==> src/rtl/bird_pkg.sv <==
// ============================================================================
//  Module      : bird_pkg
//  Description : Shared definitions for the bird control FSM and the bird
//                datapath: 5-bit control state codes, sprite colours and the
//                sweep phase type used by the sprite sweeper.
//  Revision    : 1.0 - initial release
// ============================================================================
`default_nettype none

package bird_pkg;

  // Control FSM state codes (5-bit, shared with control_bird).
  localparam logic [4:0] B_START     = 5'd0;
  localparam logic [4:0] B_RAISING   = 5'd1;
  localparam logic [4:0] B_FALLING   = 5'd2;
  localparam logic [4:0] B_STOP      = 5'd3;
  localparam logic [4:0] B_DRAW      = 5'd4;
  localparam logic [4:0] B_UPDATE_VY = 5'd11;
  localparam logic [4:0] B_UPDATE    = 5'd14;
  localparam logic [4:0] B_DEL       = 5'd15;

  // Pixel colours.
  localparam logic [2:0] C_BIRD_COL = 3'b110;
  localparam logic [2:0] C_BG_COL   = 3'b000;

  // Which half of the per-frame sweep a pixel belongs to.
  typedef enum logic [0:0] {
    PH_ERASE = 1'b0,
    PH_DRAW  = 1'b1
  } sweep_phase_e;

endpackage : bird_pkg

`default_nettype wire

==> src/rtl/bird_datapath_if.sv <==
// ============================================================================
//  Module      : bird_datapath_if
//  Description : Bus between the bird control FSM (master) and the bird
//                datapath (slave).
//                state   : control FSM state, master -> slave
//                vga_x   : pixel column
//                vga_y   : pixel row
//                colour  : pixel colour
//                plot    : pixel write strobe
//                flag    : rise height reached
//                touched : screen edge hit (sticky)
//                bird_y  : current top row of the sprite
//  Revision    : 1.0 - initial release
// ============================================================================
`default_nettype none

interface bird_datapath_if;
  logic [4:0] state;
  logic [7:0] vga_x;
  logic [6:0] vga_y;
  logic [2:0] colour;
  logic       plot;
  logic       flag;
  logic       touched;
  logic [6:0] bird_y;

  modport master (
    output state,
    input  vga_x, vga_y, colour, plot, flag, touched, bird_y
  );

  modport slave (
    input  state,
    output vga_x, vga_y, colour, plot, flag, touched, bird_y
  );
endinterface : bird_datapath_if

`default_nettype wire

==> src/rtl/bird_sprite_sweep.sv <==
// ============================================================================
//  Module      : bird_sprite_sweep
//  Description : Per-frame sprite sweep counter. While i_run is high it issues
//                one pixel index per cycle: first SIZE*SIZE erase offsets,
//                then SIZE*SIZE draw offsets, then idles. The count restarts
//                on the first cycle of every run; dropping i_run aborts it.
//  Ports       : clk, reset  - clock, synchronous active-high reset
//                i_run       - sweep enable (control in DRAW)
//                o_active    - a pixel is issued this cycle
//                o_phase     - erase or draw half of the sweep
//                o_dx, o_dy  - pixel offset within the sprite
//                o_done      - all pixels of the current/last run issued
//  Revision    : 1.0 - initial release
// ============================================================================
`default_nettype none

module bird_sprite_sweep
  import bird_pkg::*;
#(
  parameter int SIZE = 4
) (
  input  wire logic         clk,
  input  wire logic         reset,
  input  wire logic         i_run,
  output logic              o_active,
  output sweep_phase_e      o_phase,
  output logic [7:0]        o_dx,
  output logic [6:0]        o_dy,
  output logic              o_done
);

  localparam int KW = $clog2(2 * SIZE * SIZE + 1);
  localparam logic [KW-1:0] c_size  = KW'(SIZE);
  localparam logic [KW-1:0] c_area  = KW'(SIZE * SIZE);
  localparam logic [KW-1:0] c_total = KW'(2 * SIZE * SIZE);

  logic [KW-1:0] r_k;
  logic          r_run_d;
  logic          r_done;
  logic [KW-1:0] w_k;
  logic [KW-1:0] w_idx;

  always_comb begin
    // First cycle of a run always starts at index 0, whatever r_k holds.
    w_k      = r_run_d ? r_k : '0;
    o_active = i_run && (w_k < c_total);
    o_phase  = (w_k >= c_area) ? PH_DRAW : PH_ERASE;
    w_idx    = (o_phase == PH_DRAW) ? (w_k - c_area) : w_k;
    o_dx     = 8'(w_idx % c_size);
    o_dy     = 7'(w_idx / c_size);
    o_done   = r_done;
  end

  always_ff @(posedge clk) begin
    if (reset) begin
      r_k     <= '0;
      r_run_d <= 1'b0;
      r_done  <= 1'b0;
    end else begin
      r_run_d <= i_run;
      if (o_active) begin
        r_k <= w_k + 1'b1;
      end
      if (o_active && (w_k == c_total - 1'b1)) begin
        r_done <= 1'b1;
      end else if (i_run && !r_run_d) begin
        r_done <= 1'b0;
      end
    end
  end

endmodule : bird_sprite_sweep

`default_nettype wire

==> src/rtl/bird_datapath.sv <==
// ============================================================================
//  Module      : bird_datapath
//  Description : Bird datapath behind the bird control FSM. Owns bird row and
//                vertical velocity, erases/draws the sprite each frame over
//                the VGA pixel port, and reports flag (rise height reached)
//                and touched (screen edge hit, sticky).
//  Ports       : clk    - system clock
//                reset  - synchronous, active-high
//                bus    - bird_datapath_if.slave (state in; vga_x, vga_y,
//                         colour, plot, flag, touched, bird_y out)
//  Config      : BIRD_CEIL_HIT_EN - when defined, hitting the ceiling also
//                sets touched. Default: ceiling only clamps and forces flag.
//  Revision    : 1.0 - initial release
// ============================================================================
`default_nettype none

module bird_datapath
  import bird_pkg::*;
#(
  parameter int         X_POS       = 20,
  parameter int         SIZE        = 4,
  parameter int         Y_START     = 60,
  parameter int         SCREEN_H    = 120,
  parameter int         RISE_HEIGHT = 16,
  parameter int         FLAP_VY     = -3,
  parameter int         GRAVITY     = 1,
  parameter int         MAX_VY      = 4,
  parameter logic [2:0] BIRD_COL    = C_BIRD_COL,
  parameter logic [2:0] BG_COL      = C_BG_COL
) (
  input  wire logic   clk,
  input  wire logic   reset,
  bird_datapath_if.slave bus
);

  localparam logic [7:0]        c_x_pos   = 8'(X_POS);
  localparam logic [6:0]        c_y_start = 7'(Y_START);
  localparam logic [6:0]        c_floor_y = 7'(SCREEN_H - SIZE);
  localparam logic signed [7:0] c_floor_s = 8'(SCREEN_H - SIZE);
  localparam logic signed [7:0] c_rise    = 8'(RISE_HEIGHT);
  localparam logic signed [7:0] c_flap_vy = 8'(FLAP_VY);
  localparam logic signed [7:0] c_gravity = 8'(GRAVITY);
  localparam logic signed [7:0] c_max_vy  = 8'(MAX_VY);

  // Bird state
  logic [6:0]        r_y;
  logic signed [7:0] r_vy;
  logic [6:0]        r_drawn_y;
  logic [4:0]        r_mode;
  logic [6:0]        r_anchor_y;
  logic              r_anchor_v;
  logic              r_flag;
  logic              r_touched;
  logic              r_ceil;

  // Registered pixel port
  logic [7:0]        r_vga_x;
  logic [6:0]        r_vga_y;
  logic [2:0]        r_colour;
  logic              r_plot;

  // Sweep
  logic              w_sw_active;
  sweep_phase_e      w_sw_phase;
  logic [7:0]        w_sw_dx;
  logic [6:0]        w_sw_dy;
  logic              w_sw_done;

  // Position/velocity arithmetic
  logic signed [7:0] w_ny;
  logic              w_ny_neg;
  logic              w_ny_floor;
  logic signed [7:0] w_climb;
  logic signed [7:0] w_vy_inc;
  logic signed [7:0] w_vy_fall;
  logic              w_load_mode;

  bird_sprite_sweep #(
    .SIZE (SIZE)
  ) u_sweep (
    .clk      (clk),
    .reset    (reset),
    .i_run    (bus.state == B_DRAW),
    .o_active (w_sw_active),
    .o_phase  (w_sw_phase),
    .o_dx     (w_sw_dx),
    .o_dy     (w_sw_dy),
    .o_done   (w_sw_done)
  );

  always_comb begin
    // Row 0..116 plus velocity -3..4 always fits in 8-bit signed.
    w_ny        = $signed({1'b0, r_y}) + r_vy;
    w_ny_neg    = (w_ny < 0);
    w_ny_floor  = (w_ny > c_floor_s);
    w_climb     = $signed({1'b0, r_anchor_y}) - $signed({1'b0, r_y});
    w_vy_inc    = r_vy + c_gravity;
    w_vy_fall   = (w_vy_inc > c_max_vy) ? c_max_vy : w_vy_inc;
    w_load_mode = (bus.state == B_START) || (bus.state == B_RAISING) ||
                  (bus.state == B_FALLING);
  end

  // Pixel port: the pixel issued this cycle appears on the port next cycle.
  // Any cycle without an issued pixel (abort, idle, other states) drops plot.
  always_ff @(posedge clk) begin
    if (reset) begin
      r_vga_x  <= '0;
      r_vga_y  <= '0;
      r_colour <= '0;
      r_plot   <= 1'b0;
    end else begin
      r_plot <= w_sw_active;
      if (w_sw_active) begin
        r_vga_x <= c_x_pos + w_sw_dx;
        if (w_sw_phase == PH_DRAW) begin
          r_vga_y  <= r_y + w_sw_dy;
          r_colour <= BIRD_COL;
        end else begin
          r_vga_y  <= r_drawn_y + w_sw_dy;
          r_colour <= BG_COL;
        end
      end
    end
  end

  always_ff @(posedge clk) begin
    if (reset) begin
      r_y        <= c_y_start;
      r_vy       <= '0;
      r_drawn_y  <= c_y_start;
      r_mode     <= B_START;
      r_anchor_y <= '0;
      r_anchor_v <= 1'b0;
      r_flag     <= 1'b0;
      r_touched  <= 1'b0;
      r_ceil     <= 1'b0;
    end else begin
      if (w_load_mode) begin
        r_mode <= bus.state;
      end
      case (bus.state)
        B_START: begin
          r_y        <= c_y_start;
          r_vy       <= '0;
          r_flag     <= 1'b0;
          r_touched  <= 1'b0;
          r_anchor_v <= 1'b0;
          r_ceil     <= 1'b0;
        end
        B_DEL: begin
          // An aborted sweep left the old sprite partly on screen, so the
          // next erase must still target the old row.
          if (w_sw_done) begin
            r_drawn_y <= r_y;
          end
        end
        B_UPDATE: begin
          r_ceil <= w_ny_neg;
          if (w_ny_neg) begin
            r_y <= '0;
`ifdef BIRD_CEIL_HIT_EN
            r_touched <= 1'b1;
`endif
          end else if (w_ny_floor) begin
            r_y       <= c_floor_y;
            r_touched <= 1'b1;
          end else begin
            r_y <= w_ny[6:0];
          end
          // Anchor marks the row where the current climb started.
          if (r_mode == B_RAISING) begin
            if (!r_anchor_v) begin
              r_anchor_y <= r_y;
              r_anchor_v <= 1'b1;
            end
          end else begin
            r_anchor_v <= 1'b0;
          end
        end
        B_UPDATE_VY: begin
          case (r_mode)
            B_RAISING: r_vy <= c_flap_vy;
            B_FALLING: r_vy <= w_vy_fall;
            B_START:   r_vy <= '0;
            default:   r_vy <= r_vy;
          endcase
          // A ceiling clamp while climbing also raises flag so control
          // turns the bird around.
          r_flag <= (r_mode == B_RAISING) &&
                    ((r_anchor_v && (w_climb >= c_rise)) || r_ceil);
        end
        default: begin
        end
      endcase
    end
  end

  assign bus.vga_x   = r_vga_x;
  assign bus.vga_y   = r_vga_y;
  assign bus.colour  = r_colour;
  assign bus.plot    = r_plot;
  assign bus.flag    = r_flag;
  assign bus.touched = r_touched;
  assign bus.bird_y  = r_y;

endmodule : bird_datapath

`default_nettype wire

==> src/flat_wrapper.sv <==
// flat-port wrapper written by rule: the top's interface ports become plain ports
module bird_datapath_flat import bird_pkg::*;
#(
  parameter int         X_POS       = 20,
  parameter int         SIZE        = 4,
  parameter int         Y_START     = 60,
  parameter int         SCREEN_H    = 120,
  parameter int         RISE_HEIGHT = 16,
  parameter int         FLAP_VY     = -3,
  parameter int         GRAVITY     = 1,
  parameter int         MAX_VY      = 4,
  parameter logic [2:0] BIRD_COL    = C_BIRD_COL,
  parameter logic [2:0] BG_COL      = C_BG_COL
)
  (clk, reset, bus_state, bus_vga_x, bus_vga_y, bus_colour, bus_plot, bus_flag, bus_touched, bus_bird_y);
  bird_datapath_if bus_i ();
  input  wire logic clk;
  input  wire logic reset;
  input wire logic [$bits(bus_i.state)-1:0] bus_state;
  output wire logic [$bits(bus_i.vga_x)-1:0] bus_vga_x;
  output wire logic [$bits(bus_i.vga_y)-1:0] bus_vga_y;
  output wire logic [$bits(bus_i.colour)-1:0] bus_colour;
  output wire logic [$bits(bus_i.plot)-1:0] bus_plot;
  output wire logic [$bits(bus_i.flag)-1:0] bus_flag;
  output wire logic [$bits(bus_i.touched)-1:0] bus_touched;
  output wire logic [$bits(bus_i.bird_y)-1:0] bus_bird_y;
  assign bus_i.state = bus_state;
  assign bus_vga_x = bus_i.vga_x;
  assign bus_vga_y = bus_i.vga_y;
  assign bus_colour = bus_i.colour;
  assign bus_plot = bus_i.plot;
  assign bus_flag = bus_i.flag;
  assign bus_touched = bus_i.touched;
  assign bus_bird_y = bus_i.bird_y;
  bird_datapath #(.X_POS(X_POS), .SIZE(SIZE), .Y_START(Y_START), .SCREEN_H(SCREEN_H), .RISE_HEIGHT(RISE_HEIGHT), .FLAP_VY(FLAP_VY), .GRAVITY(GRAVITY), .MAX_VY(MAX_VY), .BIRD_COL(BIRD_COL), .BG_COL(BG_COL)) u_core (.clk(clk), .reset(reset), .bus(bus_i));
endmodule
==> config.mk <==
export PLATFORM = sky130hd
export DESIGN_NAME = bird_datapath_flat
export DESIGN_NICKNAME = d
export VERILOG_FILES = /design/src/rtl/bird_pkg.sv /design/src/rtl/bird_datapath_if.sv /design/src/rtl/bird_sprite_sweep.sv /design/src/rtl/bird_datapath.sv /design/src/flat_wrapper.sv
export SDC_FILE = /design/constraint.sdc
export NUM_CORES = 1
export LEC_CHECK = 0
export CORE_ASPECT_RATIO = 0.9
export CORE_MARGIN = 2
export CORE_UTILIZATION = 45
export CTS_CLUSTER_DIAMETER = 30
export DETAILED_ROUTE_END_ITERATION = 8
export GPL_TIMING_DRIVEN = 0
export PLACE_DENSITY = 0.64
export SLEW_MARGIN = 10
export SYNTH_ARGS = -nofsm -noshare
export SYNTH_HDL_FRONTEND = slang
export SYNTH_HIERARCHICAL = 1
export SYNTH_SLANG_ARGS = --single-unit
==> constraint.sdc <==
create_clock -name clk -period 3.1 [get_ports clk]
set_input_delay 0.465 -clock clk [delete_from_list [all_inputs] [get_ports clk]]
set_output_delay 0.465 -clock clk [all_outputs]
set_load 0.01 [all_outputs]
==> results of run 1 <==
registers in the layout (all words and copies together) (netlist names), 5 cells and up:
register and count:
u_core/bus.bird_y 7, u_core/bus.vga_x 8, u_core/bus.vga_y 7, u_core/r_anchor_y 7, u_core/r_drawn_y 7, u_core/r_mode 5
u_core/r_vy 8, u_core/u_sweep/r_k 6
per-layer routing:
layer	up-vias	wire length (microns)	track usage, %
li1	1730	-	-
met5	-	0	0
met3	5	431	4.65
met4	0	46	4.17
met1	1553	4810	31.8
met2	71	3730	29.6
final timing paths:
check	slack [ns]	endpoint	cells past startpoint	startpoint
worst max-delay path	0.23	u_core/bus.bird_y[0]	6	u_core/bus.bird_y[4]
worst min-delay path	0.46	u_core/u_sweep/o_done	2	u_core/u_sweep/o_done
worst max register to register	0.23	u_core/bus.bird_y[0]	6	u_core/bus.bird_y[4]
worst min register to register	0.46	u_core/u_sweep/o_done	2	u_core/u_sweep/o_done
logic make-up (layout without fill, tap and decap cells):
| group | Yosys count | count (layout) | share of synthesized area (%) |
|---|---|---|---|
| XOR/XNOR | 14 | 14 | 3.19 |
| AND/OR/NAND/NOR | 171 | 171 | 23.4 |
| other | 2 | 10 | 0.195 |
| buffers and inverters | 49 | 96 | 6.18 |
| adder cells (fa/ha/maj) | 25 | 25 | 8.52 |
| flip-flops | 63 | 63 | 32.8 |
| multiplexers | 26 | 26 | 6.93 |
| AO/OA/AOI/OAI | 104 | 104 | 18.8 |
worst max-delay path: cells and delay by family (launching register included):
kind / cells / cell delay [ns]
adder cells (fa/ha/maj): 1 / 0.37
AO/OA/AOI/OAI: 4 / 1.50
flip-flops: 1 / 0.52
AND/OR/NAND/NOR: 1 / 0.37
layout make-up:
class / instances / share of cell area [%]
clock buffers: 10 / 3.03
clock inverters: 6 / 1.32
inverters: 19 / 1.65
multi-input cells: 350 / 52.3
plain buffers: 28 / 3.52
flip-flops and latches: 63 / 27.7
repair buffers: 33 / 7.26
well taps: 115 / 3.16
cell usage in the layout, fill, tap and decap left out, types with 5 or more instances in the layout:
cell	instances
a211oi_1	11
a21oi_1	25
a311oi_1	5
and2_1	8
and3_1	7
buf_4	11
clkbuf_1	8
clkbuf_8	10
clkdlybuf4s50_1	33
conb_1	10
dfxtp_1	63
ha_1	23
inv_1	18
mux2_2	5
mux2i_1	21
nand2_1	29
nand3_1	20
nand4_1	6
nor2_1	46
nor2b_1	8
nor3_1	10
o21ai_0	19
or2_2	5
or3_1	6
xnor2_1	7
xor2_1	7
power groups by stage:
stage               Combinational [mW]  Clock [mW]  Sequential (mW)
floorplan                       0.0766           0            0.839
global placement                 0.117           0            0.839
detailed placement               0.118           0            0.840
CTS                              0.118       0.733            0.821
global route                     0.135       0.778            0.821
finish                           0.122       0.704            0.821
stage by stage:
stage | std cells | hold WS, ns
final | 624 | 0.460
after global routing | 624 | 0.500
after CTS | 625 | 0.462
after detailed placement | 610 | 0.452
after global placement | 610 | 0.445
after floorplan | 462 | 0.432
what timing repair did:
action	4_1_cts	5_1_grt
gates resized for setup	1	3
endpoints found under the setup margin	11	11
hold endpoints to repair	0	0
==> impl_metrics.prom, run 1 <==
# TYPE chip_impl_metric gauge
chip_impl_info{name="status",value="completed"} 1
chip_impl_info{name="worst-setup-path-type",value="reg2reg"} 1
chip_impl_metric{name="power.net_switching",unit="mW"} 0.392
chip_impl_metric{name="detail_route.first_pass.iterations",unit=""} 4
chip_impl_info{name="tritoncts_clock_tree",value="built"} 1
chip_impl_info{name="ctsRootBufferMaster",value="clkbuf_8"} 1
chip_impl_metric{name="antenna_found_initial",unit=""} 0
chip_impl_metric{name="chipWidth",unit="microns"} 101
chip_impl_metric{name="power_frac_seq",unit="%"} 49.9
chip_impl_metric{name="ys_seq_area_share",unit="%"} 32.8
chip_impl_metric{name="place.gp.congestion",unit=""} 0.812
chip_impl_metric{name="share_comb_of_total_power",unit="%"} 7.4
chip_impl_metric{name="post_synth_edffs",unit=""} 0
chip_impl_metric{name="synthesis.area_per_instance",unit="sq um"} 8.47
chip_impl_metric{name="design.portCount",unit=""} 35
chip_impl_metric{name="floorplan.initialDensity",unit="%"} 47.0
chip_impl_metric{name="flow.area_growth_from_synthesis",unit="%"} 18.2
chip_impl_metric{name="wire_per_inst",unit="microns"} 14.5
chip_impl_metric{name="grt_max_degree",unit=""} 16
chip_impl_metric{name="post-route-drc-count",unit=""} 0
chip_impl_metric{name="drv_slew",unit=""} 0
chip_impl_metric{name="gr-total-overflow",unit=""} 0
chip_impl_info{name="worst_path_max_delay_cell",value="a211oi_2"} 1
chip_impl_metric{name="synth-async-reset-ratio",unit="%"} 0
chip_impl_metric{name="p_sw_share",unit="%"} 23.8
chip_impl_metric{name="synth_cells",unit=""} 454
chip_impl_metric{name="period_share",unit="%"} 92.5
chip_impl_metric{name="clk_pin_slew_worst_paths",unit="ns"} 0.07
chip_impl_metric{name="fp.dieH",unit="microns"} 91.7
chip_impl_metric{name="p_clk_share",unit="%"} 42.8
chip_impl_metric{name="number_of_global_route_vias_before_repair",unit=""} 3164
chip_impl_metric{name="cts_setup_buffers",unit=""} 0
chip_impl_metric{name="yosysTopAreaCellShare",unit="%"} 32.8
chip_impl_metric{name="clock_tree.htree_level_count",unit=""} 3
chip_impl_metric{name="multi_input_comb_area",unit="sq um"} 2380
chip_impl_metric{name="layout-drive-gt1-share",unit="%"} 11.4
chip_impl_info{name="hold_class",value="reg2reg"} 1
chip_impl_info{name="critical_path.cell_chain",value="ha_1 > a2111oi_0 > o21ai_0 > a211oi_2 > nand4_1 > a32o_1"} 1
chip_impl_metric{name="timing.final.hold_violations",unit=""} 0
chip_impl_info{name="netlist_top_cells_area",value="dfxtp_1, ha_1, mux2i_1, nor2_1, a21oi_1"} 1
chip_impl_metric{name="vias",unit=""} 3359
chip_impl_metric{name="finish.utilization",unit="%"} 55.6
chip_impl_metric{name="globalRouteTotalUtil",unit="%"} 20.8
chip_impl_metric{name="final.min_clock_period",unit="ns"} 2.87
chip_impl_metric{name="worstPathMaxFanout",unit=""} 9
chip_impl_metric{name="post_detail_place_hpwl",unit="microns"} 6820
chip_impl_metric{name="fp-row-count",unit=""} 31
chip_impl_info{name="synthTopCellsByCount",value="dfxtp_1, nor2_1, nand2_1"} 1
chip_impl_metric{name="ys_seq_elements",unit=""} 63
chip_impl_metric{name="internal_power",unit="mW"} 1.25
chip_impl_metric{name="drtIter0Drc",unit=""} 160
chip_impl_metric{name="finish.instance_area",unit="sq um"} 4550
chip_impl_metric{name="antenna_violating_nets_remaining",unit=""} 0
chip_impl_metric{name="timing.max_slew.rel_slack",unit="%"} 48.8
chip_impl_metric{name="postRouteWirelength",unit="microns"} 9020
chip_impl_metric{name="core-area",unit="sq um"} 8180
chip_impl_info{name="synth_top_area_cell",value="dfxtp_1"} 1
chip_impl_metric{name="synth_warnings",unit=""} 6
chip_impl_metric{name="max-vdd-ir-drop",unit="mV"} 0.236
chip_impl_metric{name="layout.area.seq",unit="sq um"} 1260
chip_impl_metric{name="cts_hold_buf",unit=""} 0
chip_impl_metric{name="placement.setup.worst_slack",unit="ns"} -0.628
chip_impl_metric{name="fin_ws",unit="ns"} 0.232
chip_impl_metric{name="leakagePower",unit="nW"} 1.72
chip_impl_info{name="critical_path.startpoint_type",value="flip-flop"} 1
chip_impl_metric{name="number_of_max_capacitance_violations_reported",unit=""} 0
chip_impl_info{name="rsz0062_at_grt",value="false"} 1
chip_impl_metric{name="worst_clock_skew",unit="ns"} 0.00622
chip_impl_metric{name="power_density",unit="nW/um^2"} 362
chip_impl_metric{name="die-area",unit="sq um"} 9300
chip_impl_metric{name="post_layout_nets",unit=""} 536
chip_impl_info{name="yosysMostFrequentCell",value="dfxtp_1"} 1
chip_impl_metric{name="synthDistinctLibCells",unit=""} 70
chip_impl_metric{name="timing.final.setup_violations",unit=""} 0
chip_impl_metric{name="timing.critical_path.arrival",unit="ns"} 3.09
chip_impl_metric{name="buffer_ports.inserted",unit=""} 33
chip_impl_metric{name="tightestPinTransition",unit="ns"} 0.761
chip_impl_metric{name="post_dp_cell_area",unit="sq um"} 4350
chip_impl_metric{name="filler_cell_count",unit=""} 766
chip_impl_info{name="synthFlopType",value="dfxtp_1"} 1
chip_impl_metric{name="setup_total_negative_slack",unit="ns"} 0
chip_impl_info{name="setup.worst_path.end_class",value="flip-flop"} 1
chip_impl_metric{name="numCtsBuffers",unit=""} 9
chip_impl_metric{name="diodes",unit=""} 0
chip_impl_metric{name="clock_latency_of_the_later_clocked_register_in_the_worst_skew_pair",unit="ns"} 0.33
chip_impl_metric{name="fin_total_pwr",unit="mW"} 1.65
chip_impl_metric{name="cts.path.max_buffers",unit=""} 2
chip_impl_metric{name="worst_path_largest_cell_delay",unit="ns"} 0.54
chip_impl_metric{name="wire_length_of_the_first_global_routing_pass",unit="microns"} 15500
chip_impl_metric{name="post_drt_via_cell_ratio",unit=""} 5.38
chip_impl_metric{name="netlist_area",unit="sq um"} 3850
chip_impl_metric{name="worst-endpoint-required",unit="ns"} 3.32
chip_impl_metric{name="timing.fmax",unit="MHz"} 349
chip_impl_metric{name="clock_sink_count",unit=""} 63
(Power assumes the default switching activity.)
==> inputs of run 2 (changes only) <==
Settings changed: HOLD_SLACK_MARGIN set to 0.02, SKIP_CTS_REPAIR_TIMING set to 1.
==> run 2 against run 1 <==
Critical path depth unchanged. Fmax rose by 0.15%. Sequential cell count stayed put. Largest cell class unchanged. Highest routed layer unchanged.
==> impl_metrics.prom, run 2 (synthesis gave the netlist of run 1 again) <==
# TYPE chip_impl_metric gauge
chip_impl_metric{name="internal_power",unit="mW"} 1.26
chip_impl_metric{name="fp.dieH",unit="microns"} 91.7
chip_impl_metric{name="buffer_ports.inserted",unit=""} 33
chip_impl_metric{name="worstPathMaxFanout",unit=""} 9
chip_impl_metric{name="drv_slew",unit=""} 0
chip_impl_info{name="status",value="completed"} 1
chip_impl_metric{name="die-area",unit="sq um"} 9300
chip_impl_info{name="ctsRootBufferMaster",value="clkbuf_8"} 1
chip_impl_metric{name="tightestPinTransition",unit="ns"} 0.811
chip_impl_metric{name="timing.fmax",unit="MHz"} 349
chip_impl_metric{name="antenna_found_initial",unit=""} 0
chip_impl_metric{name="wire_per_inst",unit="microns"} 14.5
chip_impl_metric{name="post-route-drc-count",unit=""} 0
chip_impl_metric{name="power.net_switching",unit="mW"} 0.396
chip_impl_metric{name="core-area",unit="sq um"} 8180
chip_impl_metric{name="worst-endpoint-required",unit="ns"} 3.32
chip_impl_metric{name="final.hold.worst_slack",unit="ns"} 0.460
chip_impl_metric{name="wire_length_of_the_first_global_routing_pass",unit="microns"} 15600
chip_impl_metric{name="diodes",unit=""} 0
chip_impl_metric{name="worst_clock_skew",unit="ns"} 0.00643
chip_impl_metric{name="grt_max_degree",unit=""} 12
chip_impl_info{name="setup.worst_path.end_class",value="flip-flop"} 1
chip_impl_metric{name="number_of_max_capacitance_violations_reported",unit=""} 0
chip_impl_metric{name="flow.area_growth_from_synthesis",unit="%"} 18.5
chip_impl_metric{name="place.gp.congestion",unit=""} 0.812
chip_impl_metric{name="drtIter0Drc",unit=""} 168
chip_impl_metric{name="final.min_clock_period",unit="ns"} 2.86
chip_impl_metric{name="power_density",unit="nW/um^2"} 362
chip_impl_info{name="most-common-layout-cells",value="dfxtp_1, nor2_1, clkdlybuf4s50_1"} 1
chip_impl_metric{name="antenna_violating_nets_remaining",unit=""} 0
chip_impl_metric{name="filler_cell_count",unit=""} 768
chip_impl_info{name="critical_path.cell_chain",value="ha_1 > a2111oi_0 > o21ai_0 > a211oi_2 > nand4_1 > a32o_1"} 1
chip_impl_metric{name="final-instance-count-excl-fill",unit=""} 625
chip_impl_info{name="rsz0062_at_grt",value="false"} 1
chip_impl_metric{name="numCtsBuffers",unit=""} 9
chip_impl_metric{name="post_detail_place_hpwl",unit="microns"} 6820
chip_impl_metric{name="timing.final.hold_violations",unit=""} 0
chip_impl_info{name="path_delay_family",value="compound AO/OA/AOI/OAI gates"} 1
chip_impl_metric{name="number_of_global_route_vias_before_repair",unit=""} 3173
chip_impl_metric{name="clk_pin_slew_worst_paths",unit="ns"} 0.07
chip_impl_metric{name="max-vdd-ir-drop",unit="mV"} 0.237
chip_impl_metric{name="clock_latency_of_the_later_clocked_register_in_the_worst_skew_pair",unit="ns"} 0.33
chip_impl_metric{name="globalRouteTotalUtil",unit="%"} 20.9
chip_impl_metric{name="timing.critical_path.arrival",unit="ns"} 3.09
chip_impl_info{name="worst_path_max_delay_cell",value="a211oi_2"} 1
chip_impl_metric{name="chipWidth",unit="microns"} 101
chip_impl_info{name="hold_class",value="reg2reg"} 1
chip_impl_metric{name="period_share",unit="%"} 92.4
chip_impl_metric{name="postRouteWirelength",unit="microns"} 9090
chip_impl_metric{name="numPlacedInstances",unit=""} 610
chip_impl_metric{name="placement.setup.worst_slack",unit="ns"} -0.628
chip_impl_metric{name="detail_route.first_pass.iterations",unit=""} 4
chip_impl_metric{name="p_sw_share",unit="%"} 24.0
chip_impl_info{name="critical_path.startpoint_type",value="flip-flop"} 1
chip_impl_metric{name="clock_sink_count",unit=""} 63
chip_impl_info{name="tritoncts_clock_tree",value="built"} 1
chip_impl_metric{name="share_comb_of_total_power",unit="%"} 7.5
chip_impl_metric{name="power_frac_seq",unit="%"} 49.7
chip_impl_metric{name="timing.final.setup_violations",unit=""} 0
chip_impl_metric{name="gr-total-overflow",unit=""} 0
chip_impl_metric{name="layout-drive-gt1-share",unit="%"} 11.6
chip_impl_metric{name="floorplan.initialDensity",unit="%"} 47.0
chip_impl_metric{name="fin_ws",unit="ns"} 0.236
chip_impl_metric{name="post_layout_nets",unit=""} 537
chip_impl_info{name="worst-setup-path-type",value="reg2reg"} 1
chip_impl_metric{name="p_clk_share",unit="%"} 42.8
chip_impl_metric{name="design.portCount",unit=""} 35
chip_impl_info{name="final_common_cell",value="dfxtp_1"} 1
chip_impl_metric{name="fp-row-count",unit=""} 31
chip_impl_metric{name="clock_tree.htree_level_count",unit=""} 3
chip_impl_metric{name="leakagePower",unit="nW"} 1.74
chip_impl_metric{name="cts.path.max_buffers",unit=""} 2
chip_impl_metric{name="worst_path_largest_cell_delay",unit="ns"} 0.56
chip_impl_metric{name="worstPathBufferInverterCount",unit=""} 0
chip_impl_metric{name="fin_total_pwr",unit="mW"} 1.65
chip_impl_metric{name="timing.max_slew.rel_slack",unit="%"} 45.4
chip_impl_metric{name="vias",unit=""} 3393
chip_impl_metric{name="post_drt_via_cell_ratio",unit=""} 5.43
[run 2: area by class of cell]
cell class                 instances  area (sq um)  area share [%]
buffer                            29           168            3.68
clock buffer                      10           138            3.02
clock inverter                     6          60.1            1.32
inverter                          19          71.3            1.57
multi-input combinational        350          2380            52.3
sequential                        63          1260            27.7
tap                              115           144            3.16
timing repair buffer              33           330            7.25
[run 2: worst reg2reg max path, cell delays in order, from the launching register on]
cell	delay (ns)
dfxtp_1	0.51
ha_1	0.37
a2111oi_0	0.42
o21ai_0	0.18
a211oi_2	0.56
nand4_1	0.37
a32o_1	0.36
[run 2: stage by stage]
step	cell area, sq um	TNS (ns)	utilization [%]
after detailed placement	4350	-6.79	53.2
after global placement	4350	-6.74	53.2
after CTS	4550	-2.07	55.6
after floorplan	3880	0	-
final	4560	0	55.7
after global routing	4560	0	55.7
[run 2: layer usage]
layer / global-route usage, % / part of all wire [%] / up-vias
met5: 0 / 0 / -
met4: 4.17 / 0.51 / 0
met3: 4.65 / 4.4 / 5
met2: 29.7 / 42 / 70
met1: 31.9 / 53 / 1581
li1: - / - / 1737
[run 2: power by group through the flow]
| stage | Clock [mW] | Combinational (mW) | Sequential [mW] |
|---|---|---|---|
| 2_1_floorplan | 0 | 0.0766 | 0.839 |
| 3_3_place_gp | 0 | 0.117 | 0.839 |
| 3_5_place_dp | 0 | 0.118 | 0.840 |
| 4_1_cts | 0.733 | 0.118 | 0.821 |
| 5_1_grt | 0.778 | 0.136 | 0.821 |
| 6_report | 0.707 | 0.123 | 0.821 |
[run 2: final timing paths]
check,endpoint,depth (start not counted),slack (ns),startpoint
max,u_core/bus.bird_y[0],6,0.24,u_core/bus.bird_y[4]
min,u_core/u_sweep/o_done,2,0.46,u_core/u_sweep/o_done
max reg2reg,u_core/bus.bird_y[0],6,0.24,u_core/bus.bird_y[4]
min reg2reg,u_core/u_sweep/o_done,2,0.46,u_core/u_sweep/o_done
